$ cat config.mk
export PLATFORM = sky130hd
export DESIGN_NAME = ks0066_bus_responder
export DESIGN_NICKNAME = d
export VERILOG_FILES = /design/src/rtl/lcd_pkg.sv /design/src/rtl/ks0066_ac_step.sv /design/src/rtl/ks0066_bus_responder.sv
export SDC_FILE = /design/constraint.sdc
export NUM_CORES = 1
export LEC_CHECK = 0
export CAP_MARGIN = 20
export CORE_MARGIN = 2
export CORE_UTILIZATION = 45
export DETAILED_ROUTE_END_ITERATION = 12
export PLACE_DENSITY = 0.7
export SYNTH_ARGS = -nofsm -noshare
export SYNTH_HDL_FRONTEND = slang
export SYNTH_SLANG_ARGS = --single-unit
export TNS_END_PERCENT = 5
$ cat constraint.sdc
create_clock -name mclk -period 4.4 [get_ports mclk]
set_input_delay 0.44 -clock mclk [delete_from_list [all_inputs] [get_ports mclk]]
set_output_delay 0.44 -clock mclk [all_outputs]
set_load 0.1 [all_outputs]
$ cat src/rtl/lcd_pkg.sv
// Shared KS0066/HD44780 bus constants, FSM/target enums and DDRAM address helpers.
// Pure declarations: no latency, no flow control.
package lcd_pkg;

    localparam logic [7:0] OPC_CLR   = 8'h01;
    localparam logic [7:0] OPC_HOME  = 8'h02;
    localparam logic [7:0] OPC_ENTRY = 8'h04;
    localparam logic [7:0] OPC_DCTRL = 8'h08;
    localparam logic [7:0] OPC_SHIFT = 8'h10;
    localparam logic [7:0] OPC_FSET  = 8'h20;
    localparam logic [7:0] OPC_CGA   = 8'h40;
    localparam logic [7:0] OPC_DDA   = 8'h80;

    localparam logic [6:0] LINE_A_BASE = 7'h00;
    localparam logic [6:0] LINE_B_BASE = 7'h40;
    localparam logic [6:0] LINE_A_LAST = 7'h27;
    localparam logic [6:0] LINE_B_LAST = 7'h67;
    localparam logic [5:0] LINE_LEN    = 6'd16;
    localparam logic [7:0] CHAR_SPACE  = 8'h20;

    typedef enum logic [1:0] {ST_IDLE, ST_STROBE, ST_COMMIT} state_t;
    typedef enum logic {TGT_DDRAM, TGT_CGRAM} tgt_t;

    // Only the first LINE_LEN cells of each 40-char DDRAM line are on screen.
    function automatic logic ac_visible(input logic [6:0] ac);
        return ac[5:0] < LINE_LEN;
    endfunction

    function automatic logic ac_on_line_b(input logic [6:0] ac);
        return (ac & LINE_B_BASE) != 7'h00;
    endfunction

endpackage

$ cat src/rtl/ks0066_ac_step.sv
// Next DDRAM address counter value for one increment/decrement, with the 0x27/0x40 and 0x67/0x00 line wraps.
// Combinational, zero latency; no flow control.
module ks0066_ac_step
    import lcd_pkg::*;
(
    input  logic [6:0] ac_i,
    input  logic       id_i,
    output logic [6:0] ac_next_o
);

    always_comb begin
        ac_next_o = ac_i;
        if (id_i) begin
            if (ac_i == LINE_A_LAST)      ac_next_o = LINE_B_BASE;
            else if (ac_i == LINE_B_LAST) ac_next_o = LINE_A_BASE;
            else                          ac_next_o = ac_i + 7'd1;
        end else begin
            if (ac_i == LINE_B_BASE)      ac_next_o = LINE_A_LAST;
            else if (ac_i == LINE_A_BASE) ac_next_o = LINE_B_LAST;
            else                          ac_next_o = ac_i - 7'd1;
        end
    end

endmodule

$ cat src/rtl/ks0066_bus_responder.sv
// KS0066 8-bit bus responder: decodes E-strobed transactions into a 2x16 DDRAM image, answers status/data reads.
// Commit on the cycle E is seen low after high, results visible next cycle; writes during busy are dropped with err.
module ks0066_bus_responder
    import lcd_pkg::*;
#(
    parameter int BUSY_CYC = 4,
    parameter int CLR_CYC  = 16
) (
    input  logic         mclk,
    input  logic         rst,
    input  logic         e,
    input  logic         rs,
    input  logic         rw,
    input  logic [7:0]   db_in,
    output logic [7:0]   db_out,
    output logic         db_oe,
    output logic [127:0] line_a,
    output logic [127:0] line_b,
    output logic         disp_on,
    output logic         busy,
    output logic         err
);

    localparam int CMAX = (CLR_CYC > BUSY_CYC) ? CLR_CYC : BUSY_CYC;
    localparam int CW   = $clog2(CMAX + 1);
    localparam logic [CW-1:0] BUSY_LD = CW'(BUSY_CYC);
    localparam logic [CW-1:0] CLR_LD  = CW'(CLR_CYC);

    state_t         state_q, state_d;
    logic           cap_rs_q, cap_rw_q;
    logic [7:0]     cap_db_q;
    logic [6:0]     ac_q, ac_d, ac_step;
    logic           id_q, id_d;
    tgt_t           tgt_q, tgt_d;
    logic [5:0]     cga_q, cga_d;
    logic           disp_on_q, disp_on_d;
    logic [CW-1:0]  busy_cnt_q, busy_cnt_d;
    logic           err_q, err_d;
    logic [127:0]   line_a_q, line_a_d, line_b_q, line_b_d;
    logic           commit;
    logic [7:0]     rd_char;

    ks0066_ac_step u_ac_step (
        .ac_i      (ac_q),
        .id_i      (id_q),
        .ac_next_o (ac_step)
    );

    // STROBE doubles as the registered copy of e, so STROBE with e low is the falling edge.
    assign commit = (state_q == ST_STROBE) && !e;
    assign busy   = (busy_cnt_q != '0);

    always_ff @(posedge mclk) begin
        if (rst) begin
            state_q    <= ST_IDLE;
            cap_rs_q   <= 1'b0;
            cap_rw_q   <= 1'b0;
            cap_db_q   <= 8'h00;
            ac_q       <= LINE_A_BASE;
            id_q       <= 1'b1;
            tgt_q      <= TGT_DDRAM;
            cga_q      <= 6'd0;
            disp_on_q  <= 1'b0;
            busy_cnt_q <= '0;
            err_q      <= 1'b0;
            line_a_q   <= {16{CHAR_SPACE}};
            line_b_q   <= {16{CHAR_SPACE}};
        end else begin
            state_q    <= state_d;
            if (e) begin
                cap_rs_q <= rs;
                cap_rw_q <= rw;
                cap_db_q <= db_in;
            end
            ac_q       <= ac_d;
            id_q       <= id_d;
            tgt_q      <= tgt_d;
            cga_q      <= cga_d;
            disp_on_q  <= disp_on_d;
            busy_cnt_q <= busy_cnt_d;
            err_q      <= err_d;
            line_a_q   <= line_a_d;
            line_b_q   <= line_b_d;
        end
    end

    always_comb begin
        state_d    = state_q;
        ac_d       = ac_q;
        id_d       = id_q;
        tgt_d      = tgt_q;
        cga_d      = cga_q;
        disp_on_d  = disp_on_q;
        busy_cnt_d = busy ? busy_cnt_q - CW'(1) : '0;
        err_d      = 1'b0;
        line_a_d   = line_a_q;
        line_b_d   = line_b_q;

        case (state_q)
            ST_IDLE:   if (e) state_d = ST_STROBE;
            ST_STROBE: if (!e) state_d = ST_COMMIT;
            default:   state_d = e ? ST_STROBE : ST_IDLE;
        endcase

        if (commit) begin
            if (!cap_rw_q && busy) begin
                err_d = 1'b1;
            end else if (!cap_rw_q && !cap_rs_q) begin
                if ((cap_db_q & OPC_DDA) != 8'h00) begin
                    ac_d       = cap_db_q[6:0];
                    tgt_d      = TGT_DDRAM;
                    busy_cnt_d = BUSY_LD;
                end else if ((cap_db_q & OPC_CGA) != 8'h00) begin
                    cga_d      = cap_db_q[5:0];
                    tgt_d      = TGT_CGRAM;
                    busy_cnt_d = BUSY_LD;
                end else if ((cap_db_q & OPC_FSET) != 8'h00) begin
                    busy_cnt_d = BUSY_LD;
                end else if ((cap_db_q & OPC_SHIFT) != 8'h00) begin
                    err_d      = 1'b1;
                    busy_cnt_d = BUSY_LD;
                end else if ((cap_db_q & OPC_DCTRL) != 8'h00) begin
                    disp_on_d  = cap_db_q[2];
                    busy_cnt_d = BUSY_LD;
                end else if ((cap_db_q & OPC_ENTRY) != 8'h00) begin
                    id_d       = cap_db_q[1];
                    err_d      = cap_db_q[0];
                    busy_cnt_d = BUSY_LD;
                end else if ((cap_db_q & OPC_HOME) != 8'h00) begin
                    ac_d       = LINE_A_BASE;
                    busy_cnt_d = CLR_LD;
                end else if ((cap_db_q & OPC_CLR) != 8'h00) begin
                    line_a_d   = {16{CHAR_SPACE}};
                    line_b_d   = {16{CHAR_SPACE}};
                    ac_d       = LINE_A_BASE;
                    id_d       = 1'b1;
                    busy_cnt_d = CLR_LD;
                end
            end else if (!cap_rw_q) begin
                busy_cnt_d = BUSY_LD;
                if (tgt_q == TGT_DDRAM) begin
                    if (ac_visible(ac_q)) begin
                        if (ac_on_line_b(ac_q)) line_b_d[{ac_q[3:0], 3'b000} +: 8] = cap_db_q;
                        else                    line_a_d[{ac_q[3:0], 3'b000} +: 8] = cap_db_q;
                    end
                    ac_d = ac_step;
                end else begin
                    cga_d = id_q ? cga_q + 6'd1 : cga_q - 6'd1;
                end
            end else if (cap_rs_q) begin
                ac_d = ac_step;
            end
        end
    end

    always_comb begin
        rd_char = CHAR_SPACE;
        if (ac_visible(ac_q)) begin
            rd_char = ac_on_line_b(ac_q) ? line_b_q[{ac_q[3:0], 3'b000} +: 8]
                                         : line_a_q[{ac_q[3:0], 3'b000} +: 8];
        end
    end

    assign db_oe   = e && rw;
    assign db_out  = db_oe ? (rs ? rd_char : {busy, ac_q}) : 8'h00;
    assign line_a  = line_a_q;
    assign line_b  = line_b_q;
    assign disp_on = disp_on_q;
    assign err     = err_q;

endmodule
==> flow_summary.html <==
<table>
<tr><th>Metric</th><th>Value</th></tr>
<tr><th colspan="2">Run status</th></tr>
<tr><td>Run status</td><td>complete, no violations</td></tr>
<tr><th colspan="2">Setup path</th></tr>
<tr><td>Startpoint class of the critical path</td><td>flip-flop</td></tr>
<tr><td>Logic depth of the worst register-to-register path</td><td>7</td></tr>
<tr><td>Register-to-register path setup slack</td><td>1.20 ns</td></tr>
<tr><td>Crit path arrival time</td><td>3.46 ns</td></tr>
<tr><td>Start-to-end type of the worst setup path</td><td>reg -&gt; out</td></tr>
<tr><td>Required time at the worst-slack endpoint</td><td>3.96 ns</td></tr>
<tr><td>R2R Path End</td><td>line_a[48]$_SDFFE_PP0P_</td></tr>
<tr><td>Startpoint of the most critical register-to-register path</td><td>ac_q[0]$_SDFFE_PP0P_</td></tr>
<tr><td>Worst-path maximum fanout</td><td>51</td></tr>
<tr><td>Nature of the critical path endpoint</td><td>output port</td></tr>
<tr><th colspan="2">Floorplan</th></tr>
<tr><td>Starting density of the core</td><td>45.5%</td></tr>
<tr><td>Core area</td><td>29500 um^2</td></tr>
<tr><td>Floorplan die height</td><td>177 um</td></tr>
<tr><td>Std-Cell Rows</td><td>63</td></tr>
<tr><td>Die area</td><td>31200 um^2</td></tr>
<tr><td>Top Ports</td><td>281</td></tr>
<tr><td>Horizontal die dimension</td><td>177 um</td></tr>
<tr><th colspan="2">Pwr</th></tr>
<tr><td>Worst ir drop on vdd</td><td>0.316 mV</td></tr>
<tr><td>Combinational power share</td><td>10.5%</td></tr>
<tr><td>Switching power share of the total</td><td>26.1%</td></tr>
<tr><td>Internal Dissipation</td><td>4.45 mW</td></tr>
<tr><td>Ratio of total power to cell area</td><td>343 nW/um^2</td></tr>
<tr><td>Net switching power</td><td>1.58 mW</td></tr>
<tr><td>Sequential Power Share</td><td>43.7%</td></tr>
<tr><td>Reported leakage power</td><td>5.93 nW</td></tr>
<tr><td>Clk pwr share</td><td>45.9%</td></tr>
<tr><th colspan="2">Synthesis</th></tr>
<tr><td>Average footprint of a synthesized cell</td><td>10.7 um^2</td></tr>
<tr><td>Share of Yosys cell area claimed by the top area cell type</td><td>42.4%</td></tr>
<tr><td>Part of the Yosys area used for sequential elements</td><td>42.4%</td></tr>
<tr><td>Proportion of register bits with asynchronous set or reset after synthesis</td><td>0%</td></tr>
<tr><td>Total of flip-flops plus latches after synthesis</td><td>284</td></tr>
<tr><td>Cells after Synth</td><td>1258</td></tr>
<tr><td>Count of distinct cell types in the synthesized netlist</td><td>73</td></tr>
<tr><td>Number of enable flip-flop cells after synthesis</td><td>0</td></tr>
<tr><td>Cell taking the most area after synthesis</td><td>dfxtp_1</td></tr>
<tr><td>Top cells by area, synth</td><td>dfxtp_1 42%, mux4_2 10%, a32o_1 9.4%</td></tr>
<tr><td>Top FF cell, synth</td><td>dfxtp_1</td></tr>
<tr><td>Mapped Area</td><td>13400 um^2</td></tr>
<tr><td>Number of nets in the synthesized netlist</td><td>1276</td></tr>
<tr><td>Count of yosys warnings during synthesis</td><td>0</td></tr>
<tr><th colspan="2">Global route</th></tr>
<tr><td>All-Layer GR Usage</td><td>31.9%</td></tr>
<tr><td>Via count of the first global-routing pass</td><td>12055</td></tr>
<tr><td>Gr ovfl total</td><td>0</td></tr>
<tr><td>Initial antenna violation count</td><td>1</td></tr>
<tr><td>Maximum number of pins on one net before global-route repair</td><td>69</td></tr>
<tr><td>First-pass GRT wire length</td><td>75600 um</td></tr>
<tr><th colspan="2">Clock tree</th></tr>
<tr><td>CTS sink cnt</td><td>284</td></tr>
<tr><td>Worst-case clock buffer depth</td><td>3</td></tr>
<tr><td>Clock root buffer</td><td>clkbuf_16</td></tr>
<tr><td>Number of gates resized after cts</td><td>0</td></tr>
<tr><td>Clk slew on worst S/H paths</td><td>0.07 ns</td></tr>
<tr><td># hold bufs at CTS</td><td>0</td></tr>
<tr><td>Worst skew pair latency</td><td>0.58 ns</td></tr>
<tr><td>Inserted Clock Buffers</td><td>30</td></tr>
<tr><td>CTS tree</td><td>done</td></tr>
<tr><td>Number of setup buffers added after CTS</td><td>0</td></tr>
<tr><td>CTS H-Tree Depth</td><td>1</td></tr>
<tr><th colspan="2">Timing</th></tr>
<tr><td>Setup-violating endpoint count in the final report</td><td>0</td></tr>
<tr><td>RSZ-0062 raised after global routing</td><td>false</td></tr>
<tr><td>Setup TNS</td><td>0 ns</td></tr>
<tr><td>Transition at the pin with the smallest max-transition slack</td><td>1.07 ns</td></tr>
<tr><td>Min Tclk post-route</td><td>3.90 ns</td></tr>
<tr><td>Final hold violations</td><td>0</td></tr>
<tr><td>Normalized max-slew margin</td><td>28.4%</td></tr>
<tr><td>Fin. max-slew vios</td><td>0</td></tr>
<tr><td>Clock skew</td><td>0.0245 ns</td></tr>
<tr><td>Highest clock frequency the design can meet</td><td>0.256 GHz</td></tr>
<tr><td>Post-route fraction of the period consumed by the critical path</td><td>88.7%</td></tr>
<tr><th colspan="2">Cells and area</th></tr>
<tr><td>Leading cell type in the layout, fill and taps excluded</td><td>dfxtp_1</td></tr>
<tr><td>Count of non-filler cells in the finished layout</td><td>1914</td></tr>
<tr><td>Final-stage net count</td><td>1518</td></tr>
<tr><td>Commonest cells after routing, fill and taps aside</td><td>282 x dfxtp_1, 270 x clkdlybuf4s50_1, 126 x a32o_1</td></tr>
<tr><td>Fill cell count</td><td>2530</td></tr>
<tr><td>Fin area</td><td>17600 um^2</td></tr>
<tr><td>Synthesis-to-finish area growth</td><td>31.0%</td></tr>
<tr><td># diodes</td><td>0</td></tr>
<tr><td>Fraction of layout instances using a drive strength above 1</td><td>13.9%</td></tr>
<tr><th colspan="2">Routing</th></tr>
<tr><td>Total via count after detailed routing</td><td>12445</td></tr>
<tr><td>Number of routed nets with antenna violations</td><td>0</td></tr>
<tr><td>DR iter-0 viols</td><td>1429</td></tr>
<tr><td>DR WL/cell</td><td>26.5 um</td></tr>
<tr><td>Wire length after detailed routing</td><td>50800 um</td></tr>
<tr><td>First-pass DRT Iterations</td><td>5</td></tr>
<tr><td>DRC violation count after routing</td><td>0</td></tr>
<tr><td>Via-to-Cell Ratio</td><td>6.50</td></tr>
<tr><th colspan="2">Place</th></tr>
<tr><td>DP HPWL</td><td>35200 um</td></tr>
<tr><td>Instance area after placement</td><td>16500 um^2</td></tr>
<tr><td>Placed instance count</td><td>1858</td></tr>
<tr><td># port buffers</td><td>280</td></tr>
<tr><td>Weighted congestion reported at the end of routability-driven placement</td><td>0.911</td></tr>
<tr><th colspan="2">Job</th></tr>
<tr><td>Total of max-cap violations</td><td>0</td></tr>
<tr><th colspan="2">Worst hold path</th></tr>
<tr><td>Hold WC Path Type</td><td>in -&gt; reg</td></tr>
<tr><td>Hold Path End</td><td>ac_q[1]$_SDFFE_PP0P_</td></tr>
<tr><td>Hold-critical path depth</td><td>2</td></tr>
<tr><td>Hold Crit Start</td><td>rst</td></tr>
</table>
metal layers:
layer / vias to the layer above / share of wire (%) / track usage (%)
met3: 140 / 11 / 8.46
met4: 2 / 4.4 / 13.1
li1: 5371 / - / -
met1: 6140 / 39 / 42.1
met2: 792 / 45 / 49.6
met5: - / 0.026 / 0
state kept, by name (all words and copies together), names as in the netlist, 2 cells and up:
| signal | flops |
|---|---|
| state_q | 2 |
| line_a | 128 |
| ac_q | 7 |
| line_b | 128 |
| busy_cnt_q | 5 |
| cap_db_q | 8 |
critical path: stages (launching register included):
cell,delay (ns)
dfxtp_4,0.85
buf_4,0.40
mux4_2,0.34
nor3b_1,0.15
o21ai_0,0.37
o211ai_1,0.25
a22o_1,0.24
buf_4,0.23
metrics by stage:
step	total power [mW]	setup WS, ns	util [%]	hold slack (ns)
2_1_floorplan	3.13	0.418	-	0.426
3_3_place_gp	3.30	1.05	55.9	0.439
3_5_place_dp	3.31	1.01	55.9	0.447
4_1_cts	6.03	0.559	59.6	0.420
5_1_grt	6.19	0.442	59.6	0.469
6_report	6.03	0.496	59.6	0.448
final cells by class:
cell class	count	area [um^2]	area share, %
multi-input combinational	815	7020	39.9
sequential	284	5690	32.4
timing repair buffer	328	3140	17.9
clock buffer	41	872	4.96
tap	390	488	2.78
clock inverter	15	215	1.22
inverter	41	154	0.876
power by group through the flow:
| stage | logic (mW) | clock network (mW) | registers [mW] |
|---|---|---|---|
| 3_3_place_gp | 0.612 | 0 | 2.69 |
| 3_5_place_dp | 0.619 | 0 | 2.69 |
| 2_1_floorplan | 0.452 | 0 | 2.68 |
| 6_report | 0.632 | 2.77 | 2.63 |
| 4_1_cts | 0.621 | 2.78 | 2.63 |
| 5_1_grt | 0.675 | 2.88 | 2.64 |
Yosys cell counts, drive strengths merged (5+ instances only):
| master | instances |
|---|---|
| a211oi | 12 |
| a21o | 5 |
| a21oi | 55 |
| a221oi | 5 |
| a22o | 27 |
| a22oi | 15 |
| a31oi | 13 |
| a32o | 126 |
| and3 | 10 |
| buf | 40 |
| clkbuf | 78 |
| dfxtp | 284 |
| ha | 5 |
| inv | 41 |
| mux2i | 88 |
| mux4 | 61 |
| nand2 | 49 |
| nand2b | 58 |
| nand3 | 22 |
| nand3b | 5 |
| nand4 | 8 |
| nor2 | 77 |
| nor2b | 7 |
| nor3 | 17 |
| nor4 | 15 |
| o211ai | 6 |
| o21ai | 16 |
| o21bai | 14 |
| o32ai | 35 |
| or2 | 7 |
logic make-up (layout without fill, tap and decap cells):
group           Yosys count  after routing  share of synthesized area [%]
compound gates          354            354                           21.9
flops                   284            284                           42.4
fa+ha+maj                 5              5                          0.466
xor+xnor                  8              8                          0.522
buf+inv                 159            425                           5.43
simple gates            298            298                           12.5
mux                     150            150                           16.9
worst max path at each step:
| stage | from | end | cells after the start |
|---|---|---|---|
| after floorplan | ac_q[0]$_SDFFE_PP0P_ | db_out[5] | 7 |
| after global placement | e | line_a[115]$_SDFFE_PP0P_ | 6 |
| after detailed placement | e | line_a[22]$_SDFFE_PP0P_ | 6 |
| after CTS | ac_q[6]$_SDFFE_PP0P_ | db_out[7] | 7 |
| after global routing | ac_q[6]$_SDFFE_PP0P_ | db_out[7] | 7 |
| final | ac_q[6]$_SDFFE_PP0P_ | db_out[7] | 7 |
Power figures use the tool's default switching activity.
